$ cat config.mk
export PLATFORM = sky130hd
export DESIGN_NAME = pedestrian_monitor
export DESIGN_NICKNAME = d
export VERILOG_FILES = /design/src/rtl/pedestrian_monitor.sv
export SDC_FILE = /design/constraint.sdc
export NUM_CORES = 1
export LEC_CHECK = 0
export CAP_MARGIN = 20
export CORE_ASPECT_RATIO = 1.4
export CORE_UTILIZATION = 59
export CTS_CLUSTER_SIZE = 20
export DETAILED_ROUTE_END_ITERATION = 10
export PLACE_DENSITY_LB_ADDON = 0.12
export SLEW_MARGIN = 20
export SYNTH_ARGS = -nofsm -noshare
export SYNTH_HDL_FRONTEND = slang
export SYNTH_SLANG_ARGS = --single-unit
$ cat constraint.sdc
create_clock -name pin3_clk_16mhz -period 4.75 [get_ports pin3_clk_16mhz]
set_input_delay 1.425 -clock pin3_clk_16mhz [delete_from_list [all_inputs] [get_ports pin3_clk_16mhz]]
set_output_delay 1.425 -clock pin3_clk_16mhz [all_outputs]
set_load 0.03 [all_outputs]
$ cat src/rtl/pedestrian_monitor.sv
// Passive safety checker beside the pedestrian traffic-light controller: follows the lamp phase
// sequence, latches the first fault with its cause code, and counts completed light cycles.
module pedestrian_monitor #(
  parameter int unsigned TIMER_SCALE = 16000000,
  parameter int unsigned TOL         = 16
) (
  input  logic        pin3_clk_16mhz,
  input  logic        pin9_rst,
  input  logic        pin4_green,
  input  logic        pin5_yellow,
  input  logic        pin6_red,
  input  logic        pin7_ped_green,
  input  logic        pin8_ped_red,
  output logic        fault,
  output logic [2:0]  fault_code,
  output logic [2:0]  phase,
  output logic [15:0] cycles
);

  typedef enum logic [2:0] {
    S_SYNC     = 3'd0,
    S_GREEN    = 3'd1,
    S_YELLOW   = 3'd2,
    S_RED      = 3'd3,
    S_PEDGREEN = 3'd4,
    S_PEDRED   = 3'd5,
    S_FAULT    = 3'd7
  } state_t;

  localparam logic [4:0] PAT_GREEN    = 5'b10001;
  localparam logic [4:0] PAT_YELLOW   = 5'b01001;
  localparam logic [4:0] PAT_REDP     = 5'b00101;
  localparam logic [4:0] PAT_PEDGREEN = 5'b00110;
  localparam logic [4:0] PAT_OFF      = 5'b00000;
  localparam logic [4:0] PAT_PRE      = 5'b00001;

  localparam logic [31:0] EXP_10S = 32'd10 * 32'(TIMER_SCALE) + 32'd1;
  localparam logic [31:0] EXP_5S  = 32'd5 * 32'(TIMER_SCALE) + 32'd1;
  localparam logic [31:0] TOL_32  = 32'(TOL);
  localparam logic [29:0] DUR_MAX = 30'h3fff_ffff;

  localparam logic [2:0] C_NONE     = 3'd0;
  localparam logic [2:0] C_ILLEGAL  = 3'd1;
  localparam logic [2:0] C_ORDER    = 3'd2;
  localparam logic [2:0] C_SHORT    = 3'd3;
  localparam logic [2:0] C_LONG     = 3'd4;
  localparam logic [2:0] C_CONFLICT = 3'd5;

  state_t      state, state_nx;
  logic [4:0]  prev, prev_nx;
  logic [29:0] dur, dur_nx;
  logic [15:0] cycles_nx;
  logic        fault_nx;
  logic [2:0]  fault_code_nx;

  logic [4:0]  lamps;
  logic        change, checked, conflict, legal;
  logic [31:0] exp_cur, dur_32;
  logic [4:0]  succ_pat;
  state_t      succ_state;
  logic [2:0]  cause;

  assign lamps  = {pin4_green, pin5_yellow, pin6_red, pin7_ped_green, pin8_ped_red};
  assign phase  = state;
  assign dur_32 = {2'b00, dur};

  // Expected successor and nominal duration of the current phase
  always_comb begin
    exp_cur    = 32'd0;
    succ_pat   = PAT_GREEN;
    succ_state = S_GREEN;
    checked    = 1'b1;
    case (state)
      S_GREEN:    begin exp_cur = EXP_10S; succ_pat = PAT_YELLOW;   succ_state = S_YELLOW;   end
      S_YELLOW:   begin exp_cur = EXP_5S;  succ_pat = PAT_REDP;     succ_state = S_RED;      end
      S_RED:      begin exp_cur = EXP_5S;  succ_pat = PAT_PEDGREEN; succ_state = S_PEDGREEN; end
      S_PEDGREEN: begin exp_cur = EXP_10S; succ_pat = PAT_REDP;     succ_state = S_PEDRED;   end
      S_PEDRED:   begin exp_cur = EXP_5S;  succ_pat = PAT_GREEN;    succ_state = S_GREEN;    end
      default:    begin checked = 1'b0; end
    endcase
  end

  // Fault cause evaluation, highest priority first
  always_comb begin
    cause    = C_NONE;
    change   = (lamps != prev);
    conflict = pin7_ped_green & (pin4_green | pin5_yellow | ~pin6_red);
    legal    = (lamps == PAT_GREEN) || (lamps == PAT_YELLOW) ||
               (lamps == PAT_REDP)  || (lamps == PAT_PEDGREEN) ||
               ((state == S_SYNC) && ((lamps == PAT_OFF) || (lamps == PAT_PRE)));
    if (conflict) begin
      cause = C_CONFLICT;
    end else if (!legal) begin
      cause = C_ILLEGAL;
    end else if (checked && change && (lamps != succ_pat)) begin
      cause = C_ORDER;
    end else if (checked && change && (dur_32 < exp_cur - TOL_32)) begin
      cause = C_SHORT;
    end else if (checked && !change && (dur_32 >= exp_cur + TOL_32)) begin
      cause = C_LONG;
    end else begin
      cause = C_NONE;
    end
  end

  // Next-state: phase tracking, run-length counter, cycle counter; FAULT freezes everything
  always_comb begin
    state_nx      = state;
    prev_nx       = prev;
    dur_nx        = dur;
    cycles_nx     = cycles;
    fault_nx      = fault;
    fault_code_nx = fault_code;
    if (state != S_FAULT) begin
      prev_nx = lamps;
      if (change) begin
        dur_nx = 30'd1;
      end else if (dur != DUR_MAX) begin
        dur_nx = dur + 30'd1;
      end else begin
        dur_nx = dur;
      end
      if (cause != C_NONE) begin
        state_nx      = S_FAULT;
        fault_nx      = 1'b1;
        fault_code_nx = cause;
      end else if (change && (state == S_SYNC)) begin
        state_nx = (lamps == PAT_GREEN) ? S_GREEN : S_SYNC;
      end else if (change && checked) begin
        state_nx = succ_state;
        // A completed lap is counted as PEDRED hands back to GREEN
        if (state == S_PEDRED) begin
          cycles_nx = cycles + 16'd1;
        end else begin
          cycles_nx = cycles;
        end
      end else begin
        state_nx = state;
      end
    end else begin
      state_nx = S_FAULT;
    end
  end

  // State and output registers
  always_ff @(posedge pin3_clk_16mhz or posedge pin9_rst) begin
    if (pin9_rst) begin
      state      <= S_SYNC;
      prev       <= 5'b00000;
      dur        <= 30'd0;
      cycles     <= 16'd0;
      fault      <= 1'b0;
      fault_code <= 3'd0;
    end else begin
      state      <= state_nx;
      prev       <= prev_nx;
      dur        <= dur_nx;
      cycles     <= cycles_nx;
      fault      <= fault_nx;
      fault_code <= fault_code_nx;
    end
  end

endmodule

==> summary.txt, run 1 <==
ROUTE
--------------------------------------------------------------------------------
DRC Markers .......................................................            0
Via/cell ratio ....................................................         5.98
Average wire length per cell after detail routing .................      16.8 µm
Total detailed-routing wirelength .................................      9.60 mm
Post-route ant nets ...............................................            0
Total number of vias ..............................................         3411
Pre-Repair DR Iteration Count .....................................            4
Initial detailed-routing violation count ..........................          179

TIMING
--------------------------------------------------------------------------------
Worst-margin pin slew .............................................     0.847 ns
Worst path setup slack after routing ..............................     0.798 ns
F_max .............................................................      253 MHz
RSZ-0062 raised after global routing ..............................        false
Final period util .................................................        83.2%
Number of pins exceeding their max-slew limit in the final report .            0
Final critical-path required period ...............................      3.95 ns
Maximum clock skew at final layout ................................   0.00696 ns
Number of endpoints failing setup at the final stage ..............            0
Worst slew margin .................................................        43.0%
Hold violation total from the final report ........................            0
Worst hold slack ..................................................     0.484 ns
Fin Setup TNS .....................................................         0 ns

PLACED DESIGN
--------------------------------------------------------------------------------
Number of placed instances with taps included .....................          554
Gp weighted congestion ............................................        0.917
DP HPWL ...........................................................      7.10 mm
Dpl ws ............................................................     0.690 ns
Count of input and output buffers .................................           29

CELLS AND AREA
--------------------------------------------------------------------------------
Non-filler instance count after layout ............................          570
Leading cell types in the layout, fill and taps excluded .......... 58 x sky130_fd_sc_hd__dfrtp_1, 51 x sky130_fd_sc_hd__nand2_1, 42 x sky130_fd_sc_hd__nor2_1
Leading cell type in the layout, fill and taps excluded ........... sky130_fd_sc_hd__dfrtp_1
Net count of the finished layout ..................................          520
Number of diodes added for antenna fixing .........................            0
Layout-stage area growth over the synthesis result ................        13.7%
Layout cell share with drive strength beyond 1 ....................        8.37%

FLOORPLAN
--------------------------------------------------------------------------------
Total number of placement rows ....................................           35
Starting density of the core ......................................        61.4%
Die area ..........................................................     7260 µm²
Top-Level Pins ....................................................           30
Die Wd ............................................................      72.3 µm
Die Height ........................................................       100 µm
Core outline area .................................................     6660 µm²

CLOCK NETWORK
--------------------------------------------------------------------------------
Cell chosen for the clock root .................................... sky130_fd_sc_hd__clkbuf_8
Number of clock sinks seen by CTS .................................           58
Buffers from clock root to sink, at most ..........................            2
Hold Buf Count CTS ................................................            0
Clock latency on the worst-skew pair ..............................      0.34 ns
Setup Fix Bufs, Post-CTS ..........................................            0
H-tree Lvls .......................................................            3
CTS tree ..........................................................        built
Num CTS Buffers ...................................................            9
Clock-pin slew on the worst setup and hold paths ..................      0.07 ns
Number of cells upsized or downsized after cts ....................            0

SYNTH
--------------------------------------------------------------------------------
Number of distinct library cells after synthesis ..................           64
Yosys warnings ....................................................            0
Number of flops mapped to enable cells by yosys ...................            0
Register area share after synthesis ...............................        35.5%
Register bit count reported by yosys ..............................           58
Post-Syn Instances ................................................          447
Dominant register cell in the synthesized netlist ................. sky130_fd_sc_hd__dfrtp_1
Synthesized area per cell .........................................     9.14 µm²
Total standard cell area after synthesis ..........................     4080 µm²
Post-synthesis async set-or-reset flop share ......................         100%
Synth Net Count ...................................................          494

CRITICAL PATH
--------------------------------------------------------------------------------
Start of the worst register-to-register path ...................... phase[0]$_DFFE_PP0P_
List of cells traversed by the critical path ...................... nand2_1, nor2_1, a21oi_1, ha_1, inv_1, nand2_1, inv_1, ha_1, a211oi_1, o21ai_0, a41oi_1, o41ai_2, o2111ai_2, mux2_2
Master of the slowest instance on the critical path ............... sky130_fd_sc_hd__o2111ai_2
Critical path fanouts, max ........................................           16
Startpoint Class ..................................................     register
Crit path max-delay family ........................................ compound AO/OA/AOI/OAI gates
Data required time of the critical path ...........................      4.97 ns
Critical Path AT ..................................................      4.17 ns
Crit path launch .................................................. phase[0]$_DFFE_PP0P_
Startpoint-to-endpoint class of the critical path .................      reg2reg
Number of buffers and inverters on the critical path ..............            2
Worst setup EP type ...............................................     register
Reg-to-reg slack, setup ...........................................      0.80 ns
Highest cell delay on the worst timing path .......................      0.63 ns

POWER
--------------------------------------------------------------------------------
Power Density .....................................................   273 nW/µm²
Largest voltage drop on the vdd net ...............................     0.204 mV
Leakage ...........................................................      2.25 nW

GRT
--------------------------------------------------------------------------------
Global-route usage over all layers ................................        28.7%
Wire length of the first global-routing pass ......................      16.0 mm
Antenna violations before repair ..................................            0
Largest net degree at the start of global routing .................           37
Vias in the first global route ....................................         3546
Global route overflow .............................................            0

JOB
--------------------------------------------------------------------------------
Max-cap viol count ................................................            0

OUTCOME
--------------------------------------------------------------------------------
Outcome ........................................................... complete, no violations

MIN PATH
--------------------------------------------------------------------------------
Path class of the lowest-slack min-delay path .....................      reg2reg
Start point of the worst min-delay path ........................... fault$_DFFE_PP0P_

worst paths after layout:
kind / end / cells past startpoint
max: cycles[1]$_DFFE_PP0P_ / 14
min reg2reg: fault$_DFFE_PP0P_ / 1
max in group asynchronous: dur[3]$_DFFE_PP0P_ / 3
min in group asynchronous: prev[2]$_DFFE_PP0N_ / 2
min: fault$_DFFE_PP0P_ / 1
max reg2reg: cycles[1]$_DFFE_PP0P_ / 14
sequential cells by signal (all words and copies together) (netlist names):
name        cells
dur            30
cycles         16
prev            5
fault_code      3
phase           3
fault           1
logic make-up after synthesis:
family	Yosys count	share of synthesized area (%)
buffers and inverters	33	3.80
xor gates and xnor gates	44	9.62
AOI/OAI and AO/OA	73	12.1
adders and majority gates	40	12.3
DFF	58	35.5
muxes	1	0.276
and+or+nand+nor	198	26.4
through the flow:
stage | util (%) | power [mW] | area (µm²)
2_1_floorplan | - | 0.698 | 4080
3_3_place_gp | 66.4 | 0.749 | 4420
3_5_place_dp | 66.4 | 0.756 | 4420
4_1_cts | 69.8 | 1.28 | 4640
5_1_grt | 69.8 | 1.32 | 4640
6_report | 69.8 | 1.27 | 4640
synth_stat cells, drive strengths merged, types with 4 or more instances:
library cell	instances	area [µm²]
buf	10	68.8
nor2	43	164
dfrtp	58	1450
o21ai	21	105
a211oi	5	42.5
nor4	10	108
o21a	5	37.5
a21oi	16	80.1
nand2	51	191
nand2b	4	25.0
and3	11	68.8
nor3	10	55.1
nand3	28	150
clkbuf	7	26.3
ha	40	500
xnor2	9	86.3
and4	5	43.8
a31oi	5	37.5
xor2	35	307
inv	16	60.1
nand4	16	113
metal layers:
layer | share of wire [%] | global-route usage (%) | wire (µm) | up-vias
met3 | 3.0 | 5.12 | 289 | 32
met1 | 41 | 31.6 | 3980 | 1658
met2 | 52 | 51.5 | 4960 | 64
met4 | 3.7 | 15.4 | 359 | 0
met5 | 0 | 0 | 0 | -
li1 | - | - | - | 1657
power by group:
group          leakage, nW  switching (mW)  internal (mW)
registers            0.770          0.0320          0.530
logic                 1.37           0.105         0.0795
clock network        0.109           0.210          0.310
total                 2.25           0.347          0.919
final cells by class:
cell class                 count  area, µm²
clock buffer                  10        138
clock inverter                 6       88.8
fill                         558       2010
inverter                      16       60.1
multi-input combinational    356       2480
sequential                    58       1450
tap                           92        115
timing repair buffer          32        313
No activity file was read; power rests on OpenSTA's default activity.
==> run 2, diff against run 1 <==
- CORE_UTILIZATION: 59 -> 54
- clock period: 4.75 -> 3.4 ns (I/O delays scaled with it)
==> run 2 against run 1 <==
  * Via count increased by 1.2%
  * Utilization fell by 3.5 points
  * Clock power grew 29%
==> summary.txt, run 2 (synthesis gave the netlist of run 1 again) <==
GRT
--------------------------------------------------------------------------------
Global route overflow .............................................            0   unchanged
Antenna violations before repair ..................................            0   unchanged
Most Used Layer, Global Route .....................................         met2
Wire length of the first global-routing pass ......................      15.7 mm   -1.7%
Global-route usage over all layers ................................        26.6%   -2.1 points
Met1 demand-to-capacity share in global routing ...................        32.2%   +0.60 points
Global-route met3 utilization .....................................        5.59%   +0.47 points
Largest net degree at the start of global routing .................           59   +59%
Met2 routing resource usage after global routing ..................        45.2%   -6.3 points
Vias in the first global route ....................................         3341   -5.8%

ROUTE
--------------------------------------------------------------------------------
Average wire length per cell after detail routing .................      16.1 µm   -4.5%
Pre-Repair DR Iteration Count .....................................            4   unchanged
DRC Markers .......................................................            0   unchanged
Post-route ant nets ...............................................            0   unchanged
Initial detailed-routing violation count ..........................          156   -13%
Total number of vias ..............................................         3453   +1.2%
Total detailed-routing wirelength .................................      9.50 mm   -1.0%
Via/cell ratio ....................................................         5.84   -2.4%

TIMING
--------------------------------------------------------------------------------
Hold violation total from the final report ........................            0   unchanged
F_max .............................................................      312 MHz   +23%
Final period util .................................................        94.3%   +11 points
Worst path setup slack after routing ..............................     0.192 ns   -0.605 ns
Worst-margin pin slew .............................................     0.700 ns   -0.146 ns
Fin Setup TNS .....................................................         0 ns   unchanged
Worst hold slack ..................................................     0.465 ns   -0.0183 ns
Number of endpoints failing setup at the final stage ..............            0   unchanged
Worst slew margin .................................................        53.3%   +10 points
Maximum clock skew at final layout ................................    0.0131 ns   +0.00610 ns
Final critical-path required period ...............................      3.21 ns   -0.745 ns
Number of pins exceeding their max-slew limit in the final report .            0   unchanged

JOB
--------------------------------------------------------------------------------
Max-cap viol count ................................................            0   unchanged

CELLS AND AREA
--------------------------------------------------------------------------------
Non-filler instance count after layout ............................          591   +3.7%
Layout cell share with drive strength beyond 1 ....................        13.2%   +4.8 points
Leading cell types in the layout, fill and taps excluded .......... 55 x sky130_fd_sc_hd__dfrtp_1, 51 x sky130_fd_sc_hd__nand2_1, 42 x sky130_fd_sc_hd__nor2_1
Register ranked first by flip-flop count ..........................          dur
Number of diodes added for antenna fixing .........................            0   unchanged
Layout-stage area growth over the synthesis result ................        18.7%
Net count of the finished layout ..................................          536   +3.1%
Registers with the most flip-flops ................................ dur x30, cycles x16, prev x5
Leading cell type in the layout, fill and taps excluded ........... sky130_fd_sc_hd__dfrtp_1
Flip-flop count of the largest register after layout ..............           30   unchanged

CRITICAL PATH
--------------------------------------------------------------------------------
Master of the slowest instance on the critical path ............... sky130_fd_sc_hd__or4b_1
Startpoint-to-endpoint class of the critical path .................      reg2reg
Critical Path AT ..................................................      3.46 ns   -0.71 ns
Data required time of the critical path ...........................      3.65 ns   -1.32 ns
Critical path fanouts, max ........................................            9   -7
Highest cell delay on the worst timing path .......................      0.47 ns   -0.16 ns
Worst setup EP type ...............................................     register
Startpoint Class ..................................................     register
List of cells traversed by the critical path ...................... xnor2_1, nor2_1, inv_1, ha_1, inv_2, ha_1, or4b_1, o21a_1, a211o_1, a221oi_4, or2_1, a211oi_1, a211oi_1

POWER
--------------------------------------------------------------------------------
Sw Share ..........................................................        28.1%   +0.72 points
Leakage ...........................................................      2.38 nW   +6.0%
Part of the power in combinational logic ..........................        15.5%   +0.9 points
Largest voltage drop on the vdd net ...............................     0.365 mV   +79%
Internal cell power ...............................................      1.24 mW   +35%
Net switching power of the design .................................     0.485 mW   +40%
Clock group share of total power ..................................        39.0%   -2.1 points
Seq pwr share .....................................................        45.5%   +1.2 points
Power Density .....................................................   355 nW/µm²   +30%

PLACED DESIGN
--------------------------------------------------------------------------------
Gp weighted congestion ............................................        0.881   -3.9%
DP HPWL ...........................................................      6.96 mm   -2.0%
Dpl ws ............................................................   -0.0191 ns   -0.709 ns
Number of placed instances with taps included .....................          575   +3.8%
Count of input and output buffers .................................           29   unchanged

CLOCK NETWORK
--------------------------------------------------------------------------------
Buffers from clock root to sink, at most ..........................            2   unchanged
Num CTS Buffers ...................................................            9   unchanged
Clock latency on the worst-skew pair ..............................      0.36 ns   +0.02 ns
Hold Buf Count CTS ................................................            0   unchanged
Cell chosen for the clock root .................................... sky130_fd_sc_hd__clkbuf_8
Clock-pin slew on the worst setup and hold paths ..................      0.07 ns   about the same
Number of clock sinks seen by CTS .................................           58   unchanged
Setup Fix Bufs, Post-CTS ..........................................            0   unchanged
CTS tree ..........................................................        built
H-tree Lvls .......................................................            3   unchanged

FLOORPLAN
--------------------------------------------------------------------------------
Die Wd ............................................................      75.5 µm   +4.4%
Die Height ........................................................       105 µm   +4.4%
Top-Level Pins ....................................................           30   unchanged
Die area ..........................................................     7920 µm²   +9.0%
Starting density of the core ......................................        55.8%   -5.5 points
Total number of placement rows ....................................           37   +5.7%
Core outline area .................................................     7310 µm²   +9.9%

MIN PATH
--------------------------------------------------------------------------------
Path class of the lowest-slack min-delay path .....................      reg2reg

OUTCOME
--------------------------------------------------------------------------------
Outcome ........................................................... complete, no violations

==> run 2: through the flow <==
| stage | power (mW) | utilization [%] | area, µm² |
|---|---|---|---|
| 5_1_grt | 1.80 | 66.3 | 4850 |
| 6_report | 1.72 | 66.3 | 4850 |
| 3_5_place_dp | 1.06 | 62.5 | 4570 |
| 4_1_cts | 1.73 | 65.5 | 4790 |
| 2_1_floorplan | 0.975 | - | 4090 |
| 3_3_place_gp | 1.05 | 62.5 | 4570 |
==> run 2: layout make-up <==
class	count	area, µm²
clock buffer	12	155
fill	643	2460
tap	97	121
timing repair buffer	48	458
clock inverter	4	50.0
sequential	58	1460
inverter	16	60.1
multi-input combinational	356	2550
==> run 2: power groups by stage <==
stage / Combinational [mW] / Sequential, mW / Clock (mW)
after floorplan: 0.165 / 0.810 / 0
after global placement: 0.258 / 0.796 / 0
after detailed placement: 0.263 / 0.797 / 0
after CTS: 0.264 / 0.784 / 0.683
after global routing: 0.295 / 0.791 / 0.713
final: 0.267 / 0.784 / 0.672
==> run 2: per-layer routing <==
metal / up-vias / part of all wire, %
li1: 1694 / -
met1: 1685 / 43
met2: 58 / 52
met3: 16 / 3.1
met4: 0 / 2.0
met5: - / 0
==> run 2: path summary, 6_finish.rpt <==
kind                                        start                   endpoint  slack, ns  cells past startpoint
max in group asynchronous                pin9_rst       phase[1]$_DFFE_PP0P_       2.07                      3
hold / removal             cycles[15]$_DFFE_PP0P_     cycles[15]$_DFFE_PP0P_       0.47                      1
hold reg to reg            cycles[15]$_DFFE_PP0P_     cycles[15]$_DFFE_PP0P_       0.47                      1
setup reg to reg             phase[2]$_DFFE_PP0P_  fault_code[0]$_DFFE_PP0P_       0.19                     13
min in group asynchronous                pin9_rst        prev[4]$_DFFE_PP0N_       1.02                      3
setup / recovery             phase[2]$_DFFE_PP0P_  fault_code[0]$_DFFE_PP0P_       0.19                     13
==> run 2: what timing repair did <==
item,in CTS,in global routing
gates resized for setup,1,11
endpoints found under the setup margin,2,15
pin swaps,0,2
==> run 2: critical path: cells and delay by family, from the launching register on <==
kind                       cells  cell delay (ns)
and+or+nand+nor                3             0.80
AOI/OAI and AO/OA              5             1.11
buffers and inverters          2             0.25
adders and majority gates      2             0.40
xor gates and xnor gates       1             0.13
DFF                            1             0.43
==> run 3, diff against run 2 <==
- HOLD_SLACK_MARGIN: default -> 0.03
==> results of run 3 <==
No change in the layout: final DEF, timing and power equal those of run 2.
